### src/rtl/cache_pkg.sv
// Shared types and constants for the cache request front end.
package cache_pkg;

    localparam int unsigned TAG_W_DEF = 16;
    localparam int unsigned IDX_W_DEF = 10;
    localparam int unsigned STAT_W    = 32;

    typedef struct packed {
        logic [TAG_W_DEF-1:0] tag;
        logic [IDX_W_DEF-1:0] index;
    } req_t;

    typedef enum logic [0:0] {
        TRK_IDLE = 1'b0,
        TRK_BUSY = 1'b1
    } tracker_state_t;

endpackage

### src/rtl/sync_fifo.sv
// Synchronous FIFO with occupancy output and a flush that empties it in one cycle.
module sync_fifo #(
    parameter int unsigned WIDTH = 8,
    parameter int unsigned DEPTH = 4
) (
    input  logic                     clk_i,
    input  logic                     rst_i,
    input  logic                     flush_i,
    input  logic                     push_i,
    input  logic                     pop_i,
    input  logic [WIDTH-1:0]         wdata_i,
    output logic [WIDTH-1:0]         rdata_o,
    output logic [$clog2(DEPTH):0]   level_o,
    output logic                     full_o,
    output logic                     empty_o
);

    localparam int unsigned PTR_W = $clog2(DEPTH);
    localparam int unsigned LVL_W = PTR_W + 1;

    logic [WIDTH-1:0] mem_q [DEPTH];
    logic [PTR_W-1:0] wr_ptr_q, wr_ptr_d;
    logic [PTR_W-1:0] rd_ptr_q, rd_ptr_d;
    logic [LVL_W-1:0] level_q, level_d;
    logic             push_ok, pop_ok;

    assign full_o  = (level_q == LVL_W'(DEPTH));
    assign empty_o = (level_q == '0);
    assign push_ok = push_i & ~full_o;
    assign pop_ok  = pop_i & ~empty_o;
    assign level_o = level_q;
    assign rdata_o = empty_o ? '0 : mem_q[rd_ptr_q];

    // Pointers wrap naturally because DEPTH is a power of two.
    always_comb begin
        wr_ptr_d = wr_ptr_q;
        rd_ptr_d = rd_ptr_q;
        level_d  = level_q;
        if (flush_i) begin
            wr_ptr_d = '0;
            rd_ptr_d = '0;
            level_d  = '0;
        end else begin
            if (push_ok) wr_ptr_d = wr_ptr_q + PTR_W'(1);
            if (pop_ok)  rd_ptr_d = rd_ptr_q + PTR_W'(1);
            case ({push_ok, pop_ok})
                2'b10:   level_d = level_q + LVL_W'(1);
                2'b01:   level_d = level_q - LVL_W'(1);
                default: level_d = level_q;
            endcase
        end
    end

    always_ff @(posedge clk_i) begin
        if (rst_i) begin
            wr_ptr_q <= '0;
            rd_ptr_q <= '0;
            level_q  <= '0;
        end else begin
            wr_ptr_q <= wr_ptr_d;
            rd_ptr_q <= rd_ptr_d;
            level_q  <= level_d;
        end
    end

    always_ff @(posedge clk_i) begin
        if (push_ok && !flush_i) mem_q[wr_ptr_q] <= wdata_i;
    end

endmodule

### src/rtl/cache_req_frontend.sv
// Cache request front end: address split, request FIFO, single in-flight lookup
// tracker and saturating hit/miss statistics.
module cache_req_frontend
    import cache_pkg::*;
#(
    parameter int unsigned index_width  = IDX_W_DEF,
    parameter int unsigned tag_width    = TAG_W_DEF,
    parameter int unsigned offset_width = 4,
    parameter int unsigned depth        = 4
) (
    input  logic                                     clk_i,
    input  logic                                     rst_i,
    input  logic                                     req_valid_i,
    input  logic [tag_width+index_width+offset_width-1:0] req_addr_i,
    output logic                                     req_ready_o,
    input  logic                                     flush_i,
    output logic                                     it_valid_o,
    input  logic                                     it_ready_i,
    output logic [tag_width-1:0]                     tag_o,
    output logic [index_width-1:0]                   index_o,
    input  logic                                     hm_valid_i,
    input  logic                                     hm_ready_i,
    input  logic                                     hit_miss_i,
    output logic                                     busy_o,
    output logic [tag_width-1:0]                     inflight_tag_o,
    output logic [index_width-1:0]                   inflight_idx_o,
    output logic [$clog2(depth):0]                   level_o,
    input  logic                                     clr_stats_i,
    output logic [STAT_W-1:0]                        hit_cnt_o,
    output logic [STAT_W-1:0]                        miss_cnt_o
);

    localparam int unsigned ADDR_W = tag_width + index_width + offset_width;
    localparam int unsigned ENT_W  = tag_width + index_width;

    tracker_state_t          state_q, state_d;
    logic [ENT_W-1:0]        wr_entry, head;
    logic [ENT_W-1:0]        inflight_q, inflight_d;
    logic [STAT_W-1:0]       hit_cnt_q, hit_cnt_d;
    logic [STAT_W-1:0]       miss_cnt_q, miss_cnt_d;
    logic                    fifo_full, fifo_empty;
    logic                    issue, hm_fire;
    logic                    unused_offset;

    assign wr_entry      = req_addr_i[ADDR_W-1 -: ENT_W];
    assign unused_offset = ^req_addr_i[offset_width-1:0];

    sync_fifo #(
        .WIDTH (ENT_W),
        .DEPTH (depth)
    ) u_fifo (
        .clk_i   (clk_i),
        .rst_i   (rst_i),
        .flush_i (flush_i),
        .push_i  (req_valid_i),
        .pop_i   (issue),
        .wdata_i (wr_entry),
        .rdata_o (head),
        .level_o (level_o),
        .full_o  (fifo_full),
        .empty_o (fifo_empty)
    );

    assign req_ready_o = ~fifo_full;
    assign {tag_o, index_o} = head;
    assign issue   = it_valid_o & it_ready_i;
    assign hm_fire = busy_o & hm_valid_i & hm_ready_i;

    always_ff @(posedge clk_i) begin
        if (rst_i) state_q <= TRK_IDLE;
        else       state_q <= state_d;
    end

    always_comb begin
        state_d = state_q;
        case (state_q)
            TRK_IDLE: if (issue)   state_d = TRK_BUSY;
            TRK_BUSY: if (hm_fire) state_d = TRK_IDLE;
            default:               state_d = TRK_IDLE;
        endcase
    end

    always_comb begin
        it_valid_o = 1'b0;
        busy_o     = 1'b0;
        case (state_q)
            TRK_IDLE: it_valid_o = ~fifo_empty;
            TRK_BUSY: busy_o     = 1'b1;
            default: ;
        endcase
    end

    always_comb begin
        inflight_d = issue ? head : inflight_q;
        hit_cnt_d  = hit_cnt_q;
        miss_cnt_d = miss_cnt_q;
        if (clr_stats_i) begin
            hit_cnt_d  = '0;
            miss_cnt_d = '0;
        end else if (hm_fire) begin
            if (hit_miss_i && hit_cnt_q != '1)        hit_cnt_d  = hit_cnt_q + STAT_W'(1);
            else if (!hit_miss_i && miss_cnt_q != '1) miss_cnt_d = miss_cnt_q + STAT_W'(1);
        end
    end

    always_ff @(posedge clk_i) begin
        if (rst_i) begin
            inflight_q <= '0;
            hit_cnt_q  <= '0;
            miss_cnt_q <= '0;
        end else begin
            inflight_q <= inflight_d;
            hit_cnt_q  <= hit_cnt_d;
            miss_cnt_q <= miss_cnt_d;
        end
    end

    assign {inflight_tag_o, inflight_idx_o} = inflight_q;
    assign hit_cnt_o  = hit_cnt_q;
    assign miss_cnt_o = miss_cnt_q;

    // A result handshake with no lookup outstanding is a controller protocol error.
    a_no_result_when_idle: assert property (@(posedge clk_i) disable iff (rst_i)
        !(hm_valid_i && hm_ready_i && state_q == TRK_IDLE));

endmodule
### config.mk
export PLATFORM = sky130hd
export DESIGN_NAME = cache_req_frontend
export DESIGN_NICKNAME = d
export VERILOG_FILES = /design/src/rtl/cache_pkg.sv /design/src/rtl/sync_fifo.sv /design/src/rtl/cache_req_frontend.sv
export SDC_FILE = /design/constraint.sdc
export NUM_CORES = 1
export LEC_CHECK = 0
export ABC_AREA = 1
export BUFFER_PORTS_ARGS = -buffer_cell sky130_fd_sc_hd__buf_4
export CORE_MARGIN = 4
export CORE_UTILIZATION = 40
export CTS_BUF_LIST = sky130_fd_sc_hd__clkbuf_2
export DETAILED_ROUTE_END_ITERATION = 12
export PLACE_DENSITY = 0.72
export SETUP_SLACK_MARGIN = 0.1
export SYNTH_ARGS = -nofsm -noshare
export SYNTH_HDL_FRONTEND = slang
export SYNTH_SLANG_ARGS = --single-unit
### constraint.sdc
create_clock -name clk_i -period 2.8 [get_ports clk_i]
set_input_delay 0.42 -clock clk_i [delete_from_list [all_inputs] [get_ports clk_i]]
set_output_delay 0.42 -clock clk_i [all_outputs]
set_load 0.02 [all_outputs]
==> impl_metrics.json, run 1 <==
{
  "status": "finished, final reports clean",
  "fp.coreArea_sq_um": 23500,
  "r2r_slack_ns": 0.57,
  "grt_overflow": 0,
  "ant_nets": 0,
  "irDropWorstVdd_mv": 0.319,
  "synth_area_sq_um": 9620,
  "ys_ff_latch": 204,
  "path_buf_inv": 2,
  "crit_required_ns": 2.38,
  "post_drt_wl_per_cell_microns": 15.3,
  "crit_path_end_kind": "output pin",
  "grt_pass1_vias": 8341,
  "dpl_cell_area_sq_um": 11100,
  "yosysWarnings": 0,
  "viasPerCell": 4.98,
  "grt_pass1_wl_microns": 41900,
  "syn_inst": 1158,
  "ys_top_cells_by_area": "edfxtp_1, dfxtp_1, nand2_1",
  "synth_top_cell_area_share_pct": 32.5,
  "drt_iter0_drc": 584,
  "nFillCells": 2229,
  "timing.fmax_ghz": 0.393,
  "rsz0062_at_grt": "yes",
  "drc": 0,
  "grt_start_max_net_pins": 57,
  "ioPinCount": 161,
  "pwr_density_cell_nw_per_um2": 473,
  "dieArea_sq_um": 26600,
  "cts_root_buffer": "clkbuf_2",
  "hold_class": "input pin to register",
  "fin_crit_sh_pct": 90.9,
  "die_h_microns": 163,
  "area_delta_synth_final_pct": 26.9,
  "synth.distinct_cells": 38,
  "cp.depth": 5,
  "crit_chain": "clkbuf_16 -> nand2_1 -> a32o_1 -> nor2_1 -> buf_4",
  "vias": 8722,
  "setup-violations-final": 0,
  "clock-sinks": 204,
  "cts_max_level": 2,
  "syn_area_per_cell_sq_um": 8.30,
  "synth.mux.area_fraction_pct": 0,
  "min_to": "miss_cnt_o[6]$_SDFFE_PP0P_",
  "firstDrtPassIters": 5,
  "slowest_delay_ns": 0.49,
  "dp_hpwl_microns": 17300,
  "synth_fa_ha_area_share_pct": 1.12,
  "yosysSeqAreaShare_pct": 53.3,
  "critPathMaxFanout": 13,
  "start_kind": "register",
  "p_leak_nw": 4.77,
  "grt_usage_pct": 19.4,
  "holdPathStages": 5,
  "wirelength_microns": 26800,
  "final_cell_mix": "nand2_1, buf_4, nor2_1",
  "num_rows": 56,
  "clock_latency_ns": 0.83,
  "reg2reg_to": "hit_cnt_o[31]$_SDFFE_PP0P_",
  "synth_compound_area_share_pct": 10.9,
  "cts.clk_slew.worst_paths_ns": 0.10,
  "io_buffers": 156,
  "cts_tree": "yes",
  "mostFrequentLayoutCell": "nand2_1",
  "hold_viol": 0,
  "crit_type": "register to output pin",
  "rr_worst_depth": 9,
  "drv_cap": 0,
  "ctsLongestPathBuffers": 3,
  "yosys.area_share.simple_pct": 27.8,
  "numCtsBuffers": 53,
  "synth_top_family_by_area": "simple AND/OR/NAND/NOR gates",
  "initial_core_util_pct": 40.8,
  "setup_tns_ns": 0,
  "hp-start": "hit_miss_i",
  "yosys.area_share.xor_xnor_pct": 2.00,
  "final_area_sq_um": 12200,
  "path_delay_family": "flip-flops",
  "worstMarginPinSlew_ns": 0.703,
  "critPathSlowestCell": "dfxtp_4",
  "place_congestion": 0.909,
  "max_slew_margin_pct": 53.1,
  "worstPathArrival_ns": 2.12,
  "timing.final.max_slew_violations": 0,
  "die_w_microns": 163,
  "final_nets": 1434,
  "syn_nets": 1205,
  "worstReg2RegStart": "hit_cnt_o[0]$_SDFFE_PP0P_",
  "layout_min_cycle_time_ns": 2.54,
  "synth_area_leader_cell": "edfxtp_1",
  "antenna_found_initial": 1,
  "skew_ns": 0.0817,
  "drive_gt1_share_pct": 21.6
}
[worst max-delay path by stage]
stage | start | end | slack [ns]
6_report | register | index_o[5] | 0.26
5_1_grt | register | tag_o[2] | 0.04
4_1_cts | register | index_o[6] | 0.1
3_5_place_dp | hit_cnt_o[0]$_SDFFE_PP0P_ | hit_cnt_o[11]$_SDFFE_PP0P_ | 0.64
3_3_place_gp | hit_cnt_o[0]$_SDFFE_PP0P_ | hit_cnt_o[31]$_SDFFE_PP0P_ | 0.69
2_1_floorplan | u_fifo.level_o[0]$_SDFFE_PP0P_ | u_fifo.mem_q[0][0]$_DFFE_PP_ | 0.12
[state kept, by name (all words and copies together), names as in the netlist, named ones only]
signal,count
state_q,1
inflight_q,26
u_fifo.mem_q,104
u_fifo.rd_ptr_q,2
u_fifo.level_o,3
hit_cnt_o,32
u_fifo.wr_ptr_q,2
miss_cnt_o,32
[power breakdown]
part	leakage [nW]	internal, mW	total (mW)	switching (mW)
clock	0.349	0.718	1.97	1.26
combinational	2.67	0.235	0.571	0.337
sequential	1.75	3.20	3.23	0.0321
[metal layers]
metal	track usage (%)	part of all wire, %	vias to the layer above
met1	24.0	43	4075
met3	3.91	5.7	46
met5	0	0	-
met2	33.6	49	259
met4	6.94	2.2	0
li1	-	-	4342
[per-stage QoR]
step,util (%),std cells,worst slack [ns],total power [mW],hold WS [ns]
after floorplan,-,1158,0.123,3.56,0.457
after global placement,47.3,1607,0.695,3.79,0.467
after detailed placement,47.3,1607,0.636,3.80,0.493
after CTS,51.0,1739,0.0976,5.84,0.0194
after global routing,51.8,1750,0.0395,6.11,0.0447
final,51.8,1750,0.256,5.78,0.143
[synth_stat cells, drive strengths merged]
cell,number
nor3,2
xor2,10
buf,15
and2,2
xnor2,12
clkbuf,28
dfxtp,100
nor2,164
a32oi,14
a32o,12
o21ai,36
nand3b,24
edfxtp,104
o21a,1
nand2,388
fa,1
a21oi,110
o21bai,1
inv,67
a21boi,1
nand4,10
a211oi,2
clkinv,2
ha,7
nand3,45
[repair_timing]
| item | CTS | global route |
|---|---|---|
| resized for setup | 10 | 21 |
| cloned | 1 | 5 |
| pin swaps | 0 | 2 |
| hold buffers | 33 | 0 |
| setup buffers | 0 | 5 |
| endpoints found under the setup margin | 26 | 26 |
| hold endpoints to repair | 120 | 0 |
[worst reg2reg max path, stage by stage, from the launching register on]
cell and delay [ns]:
dfxtp_1 0.46, ha_1 0.29, nand3_2 0.18, nor2_4 0.23, nand2_4 0.09, nor2_8 0.12, nand2_4 0.16, nand2_4 0.35
nand2_1 0.10, a21oi_1 0.14
[logic make-up after synthesis]
kind of cell,Yosys count
xor+xnor,22
fa+ha+maj,8
buf+inv,112
simple gates,635
flops,204
compound gates,177
[area by class of cell]
cell class	instances	area, sq um	area share [%]
antenna	1	2.50	0.0205
sequential	204	5130	42.0
tap	319	399	3.27
multi-input combinational	842	4060	33.3
clock inverter	27	119	0.974
timing repair buffer	217	1870	15.3
inverter	69	272	2.22
clock buffer	71	355	2.91
No activity file was read; power rests on OpenSTA's default activity.
==> run 2: changes to the inputs <==
--- a/config.mk
+++ b/config.mk
@@ -10,8 +10,10 @@
 export CORE_MARGIN = 4
 export CORE_UTILIZATION = 40
 export CTS_BUF_LIST = sky130_fd_sc_hd__clkbuf_2
+export CTS_CLUSTER_SIZE = 8
 export DETAILED_ROUTE_END_ITERATION = 12
 export PLACE_DENSITY = 0.72
+export REMOVE_ABC_BUFFERS = 1
 export SETUP_SLACK_MARGIN = 0.1
 export SYNTH_ARGS = -nofsm -noshare
 export SYNTH_HDL_FRONTEND = slang
==> run 2 against run 1 <==
Compared with the run above: sequential cell count unchanged; setup slack improved by 0.0088 ns; fmax up 0.35%; wire length shrank 6.2%; sequential share of layout area rose by 0.45 points; non-clock buffer count down 8; total power fell by 0.96%; clock skew down 0.013 ns; cell count fell by 0.69%.
==> impl_metrics.json, run 2 (synthesized netlist as in run 1, its figures left out) <==
{
  "max_slew_margin_pct": 63.0,
  "post_drt_wl_per_cell_microns": 14.5,
  "setup-violations-final": 0,
  "mostFrequentLayoutCell": "nand2_1",
  "fin_crit_sh_pct": 90.6,
  "initial_core_util_pct": 40.8,
  "p_int_mw": 4.17,
  "worst_slack_ns": 0.264,
  "dp_hpwl_microns": 16600,
  "drv_cap": 0,
  "grt_start_max_net_pins": 57,
  "p_sw_share_pct": 27.1,
  "setup_tns_ns": 0,
  "cts_max_level": 2,
  "r2r_slack_ns": 0.64,
  "io_buffers": 156,
  "crit_required_ns": 2.38,
  "clock_latency_ns": 0.81,
  "die_w_microns": 163,
  "antenna_found_initial": 1,
  "ctsLongestPathBuffers": 3,
  "grt_pass1_vias": 8201,
  "drive_gt1_share_pct": 21.1,
  "final_cell_mix": "nand2_1, buf_4, nor2_1",
  "drc": 0,
  "min_to": "miss_cnt_o[6]$_SDFFE_PP0P_",
  "irDropWorstVdd_mv": 0.217,
  "holdPathStages": 5,
  "place_ws_ns": 0.616,
  "combPwrFrac_pct": 9.5,
  "critPathMaxFanout": 26,
  "reg2reg_to": "hit_cnt_o[15]$_SDFFE_PP0P_",
  "power_mw": 5.72,
  "top_register": "u_fifo.mem_q",
  "cts.clk_slew.worst_paths_ns": 0.10,
  "crit_type": "register to output pin",
  "viasPerCell": 4.94,
  "num_rows": 56,
  "place_inst": 1609,
  "status": "finished, final reports clean",
  "skew_ns": 0.0689,
  "dpl_cell_area_sq_um": 11200,
  "drt_iter0_drc": 538,
  "numCtsBuffers": 53,
  "grt_overflow": 0,
  "hold_class": "input pin to register",
  "ioPinCount": 161,
  "switching_power_mw": 1.55,
  "area_delta_synth_final_pct": 25.6,
  "worstReg2RegStart": "hit_cnt_o[0]$_SDFFE_PP0P_",
  "p_leak_nw": 4.70,
  "layout_min_cycle_time_ns": 2.54,
  "largest_reg_flops": 104,
  "hold_viol": 0,
  "cts_tree": "yes",
  "die_h_microns": 163,
  "place_congestion": 0.871,
  "p_seq_share_pct": 56.5,
  "crit_path_end_kind": "output pin",
  "timing.fmax_ghz": 0.394,
  "grt_pass1_wl_microns": 40200,
  "vias": 8578,
  "clock-sinks": 204,
  "final_nets": 1426,
  "post_cts_buffers": 0,
  "final_area_sq_um": 12100,
  "pwr_density_cell_nw_per_um2": 474,
  "grt_usage_pct": 18.4,
  "final_util_pct": 51.3,
  "rr_worst_depth": 9,
  "wirelength_microns": 25200,
  "hold_slack_ns": 0.132,
  "firstDrtPassIters": 7,
  "p_clk_share_pct": 34.0,
  "timing.final.max_slew_violations": 0,
  "rsz0062_at_grt": "yes",
  "stdcell_count": 1738,
  "ant_nets": 0,
  "hp-start": "hit_miss_i",
  "worstPathArrival_ns": 2.12,
  "start_kind": "register",
  "dieArea_sq_um": 26600,
  "num_antenna_cells": 0,
  "cts_root_buffer": "clkbuf_2",
  "fp.coreArea_sq_um": 23500,
  "worstMarginPinSlew_ns": 0.554
}
run 2: final cells by class:
class,count,area (sq um)
fillers,2247,11500
flip-flops and latches,204,5130
multi-input cells,842,4050
repair buffers,209,1760
well taps,319,399
clock buffers,77,385
inverters,69,272
clock inverters,18,78.8
run 2: how the worst max path moves through the flow:
stage,startpoint,end,depth (start not counted)
after global routing,register,tag_o[14],6
after global placement,register,index_o[5],6
after detailed placement,register,index_o[5],6
after floorplan,u_fifo.level_o[2]$_SDFFE_PP0P_,u_fifo.level_o[1]$_SDFFE_PP0P_,8
final,register,index_o[7],5
after CTS,register,tag_o[7],6
run 2: per-layer routing:
layer	up-vias	routed length (microns)	track usage [%]
met1	3937	10800	22.8
li1	4323	-	-
met4	0	381	5.03
met3	38	1760	4.11
met5	-	0	0
met2	280	12200	32.5
run 2: what timing repair did:
| action | in CTS | in global routing |
|---|---|---|
| gates resized for setup | 8 | 10 |
| endpoints found under the setup margin | 26 | 23 |
| hold buffers | 32 | 0 |
| endpoints found under the hold margin | 120 | 0 |
| gates cloned | 0 | 2 |
run 2: critical path: stages (launching register included):
cell       delay (ns)
dfxtp_4          0.46
clkbuf_16        0.24
nand2_1          0.08
a32o_1           0.27
nor2_1           0.11
buf_4            0.15
run 2: power groups by stage:
stage               clock network [mW]  registers (mW)  logic, mW
floorplan                            0            3.34      0.208
global placement                     0            3.30      0.492
detailed placement                   0            3.30      0.501
CTS                               2.05            3.23      0.545
global route                      2.21            3.24      0.593
finish                            1.95            3.23      0.546
==> run 3: changes to the inputs <==
--- a/config.mk
+++ b/config.mk
@@ -9,9 +9,10 @@
 export BUFFER_PORTS_ARGS = -buffer_cell sky130_fd_sc_hd__buf_4
 export CORE_MARGIN = 4
 export CORE_UTILIZATION = 40
-export CTS_BUF_LIST = sky130_fd_sc_hd__clkbuf_2
+export CTS_BUF_LIST = sky130_fd_sc_hd__clkbuf_4 sky130_fd_sc_hd__clkbuf_8
 export CTS_CLUSTER_SIZE = 8
 export DETAILED_ROUTE_END_ITERATION = 12
+export HOLD_SLACK_MARGIN = 0.15
 export PLACE_DENSITY = 0.72
 export REMOVE_ABC_BUFFERS = 1
 export SETUP_SLACK_MARGIN = 0.1
==> run 3 against run 2 <==
Compared with the run above: count of clock-buffer cells in the layout fell by 17; critical path type unchanged; register-to-register slack barely moved; largest power group unchanged; sequential cell count did not move.
==> impl_metrics.json, run 3 (synthesized netlist as in run 1, its figures left out) <==
{
  "ioPinCount": 161,
  "wl_met1_microns": 10700,
  "routed.top_layer": "met4",
  "ctsLongestPathBuffers": 3,
  "wirelength_microns": 24900,
  "antenna_found_initial": 0,
  "switching_power_mw": 1.53,
  "p_sw_share_pct": 23.4,
  "timing.final.max_slew_violations": 0,
  "status": "finished, final reports clean",
  "place_congestion": 0.871,
  "timing.fmax_ghz": 0.398,
  "critPathMaxFanout": 52,
  "num_rows": 56,
  "grt_pass1_vias": 7992,
  "vias": 8432,
  "dp_hpwl_microns": 16600,
  "power_mw": 6.56,
  "cts_max_level": 2,
  "clock-sinks": 204,
  "final_cell_mix": "nand2_1, buf_4, nor2_1",
  "place_inst": 1609,
  "slowest_delay_ns": 0.47,
  "numCtsBuffers": 36,
  "rr_worst_depth": 9,
  "post_cts_buffers": 0,
  "p_int_mw": 5.03,
  "seq_area_sq_um": 5130,
  "drc": 0,
  "hold_viol": 0,
  "crit_required_ns": 2.38,
  "multi_input_area_sq_um": 4040,
  "routed-wl-met3_microns": 1790,
  "p_seq_share_pct": 49.3,
  "grt_overflow": 0,
  "crit_path_end_kind": "output pin",
  "setup-violations-final": 0,
  "num_antenna_cells": 0,
  "max_slew_margin_pct": 62.2,
  "drive_gt1_share_pct": 20.0,
  "pwr_density_cell_nw_per_um2": 538,
  "cts.clk_slew.worst_paths_ns": 0.06,
  "firstDrtPassIters": 5,
  "viasPerCell": 4.96,
  "combPwrFrac_pct": 8.1,
  "post_drt_wl_per_cell_microns": 14.7,
  "holdPathStages": 3,
  "area_delta_synth_final_pct": 26.7,
  "worstMarginPinSlew_ns": 0.567,
  "hold_slack_ns": 0.259,
  "stdcell_count": 1699,
  "clock_latency_ns": 0.51,
  "grt_usage_pct": 18.4,
  "io_buffers": 156,
  "cts_root_buffer": "clkbuf_8",
  "worstPathArrival_ns": 2.09,
  "crit_chain": "buf_4 -> nand2_1 -> a32oi_1 -> inv_1 -> nor2_1 -> buf_4",
  "top_register": "u_fifo.mem_q",
  "die_w_microns": 163,
  "critPathSlowestCell": "buf_4",
  "fin_crit_sh_pct": 89.7,
  "p_leak_nw": 4.67,
  "initial_core_util_pct": 40.8,
  "hold_class": "input pin to register",
  "largest_reg_flops": 104,
  "die_h_microns": 163,
  "rsz0062_at_grt": "no",
  "skew_ns": 0.0184,
  "grt_pass1_wl_microns": 40100,
  "dieArea_sq_um": 26600,
  "final_nets": 1402,
  "crit_type": "register to output pin",
  "drv_cap": 0,
  "crit_path_frequent_cell": "buf_4",
  "fp.coreArea_sq_um": 23500,
  "layout_min_cycle_time_ns": 2.51,
  "irDropWorstVdd_mv": 0.275,
  "p_clk_share_pct": 42.6,
  "mostFrequentLayoutCell": "nand2_1",
  "grt_start_max_net_pins": 57,
  "cts_tree": "yes",
  "drt_iter0_drc": 551,
  "start_kind": "register",
  "nFillCells": 2202,
  "ant_nets": 0,
  "wl_met2_microns": 12100
}
[run 3: cell type report]
class	count	share of cell area, %
inverter	69	2.14
multi-input combinational	842	33.1
sequential	204	42.1
tap	319	3.28
clock buffer	60	5.85
timing repair buffer	202	13.3
clock inverter	3	0.216
[run 3: worst paths after layout]
| kind | from | end | slack, ns |
|---|---|---|---|
| min | it_ready_i | state_q$_SDFF_PP0_ | 0.26 |
| max reg2reg | hit_cnt_o[0]$_SDFFE_PP0P_ | hit_cnt_o[19]$_SDFFE_PP0P_ | 0.65 |
| min reg2reg | u_fifo.rd_ptr_q[0]$_SDFFE_PP0P_ | u_fifo.rd_ptr_q[0]$_SDFFE_PP0P_ | 0.49 |
| max | register | tag_o[7] | 0.29 |
[run 3: timing repair]
action,4_1_cts,5_1_grt
hold endpoints to repair,105,0
hold buffers,27,0
gates resized for setup,1,0
setup endpoints to repair,9,0
[run 3: power groups by stage]
stage	clock network (mW)	logic (mW)	registers [mW]
after floorplan	0	0.208	3.34
after global placement	0	0.492	3.30
after detailed placement	0	0.501	3.30
after CTS	2.89	0.535	3.23
after global routing	3.03	0.577	3.24
final	2.80	0.529	3.24
[run 3: worst max-delay path, delay by kind of cell, from the launching register on]
kind | cells | cell delay (ns)
buf+inv | 3 | 0.71
flops | 1 | 0.33
compound gates | 1 | 0.30
simple gates | 2 | 0.21
[run 3: through the flow]
stage	setup TNS, ns	area, sq um	util [%]	setup slack, ns
after detailed placement	0	11200	47.5	0.616
after floorplan	-13.60	9400	-	-0.542
after CTS	0	12200	51.7	0.220
after global routing	0	12200	51.7	0.109
final	0	12200	51.7	0.289
after global placement	0	11200	47.5	0.651
[run 3: per-layer routing]
| metal | vias up | GRT usage [%] |
|---|---|---|
| met5 | - | 0 |
| met4 | 0 | 4.16 |
| met3 | 40 | 4.21 |
| met2 | 276 | 32.2 |
| met1 | 3871 | 23.3 |
| li1 | 4245 | - |
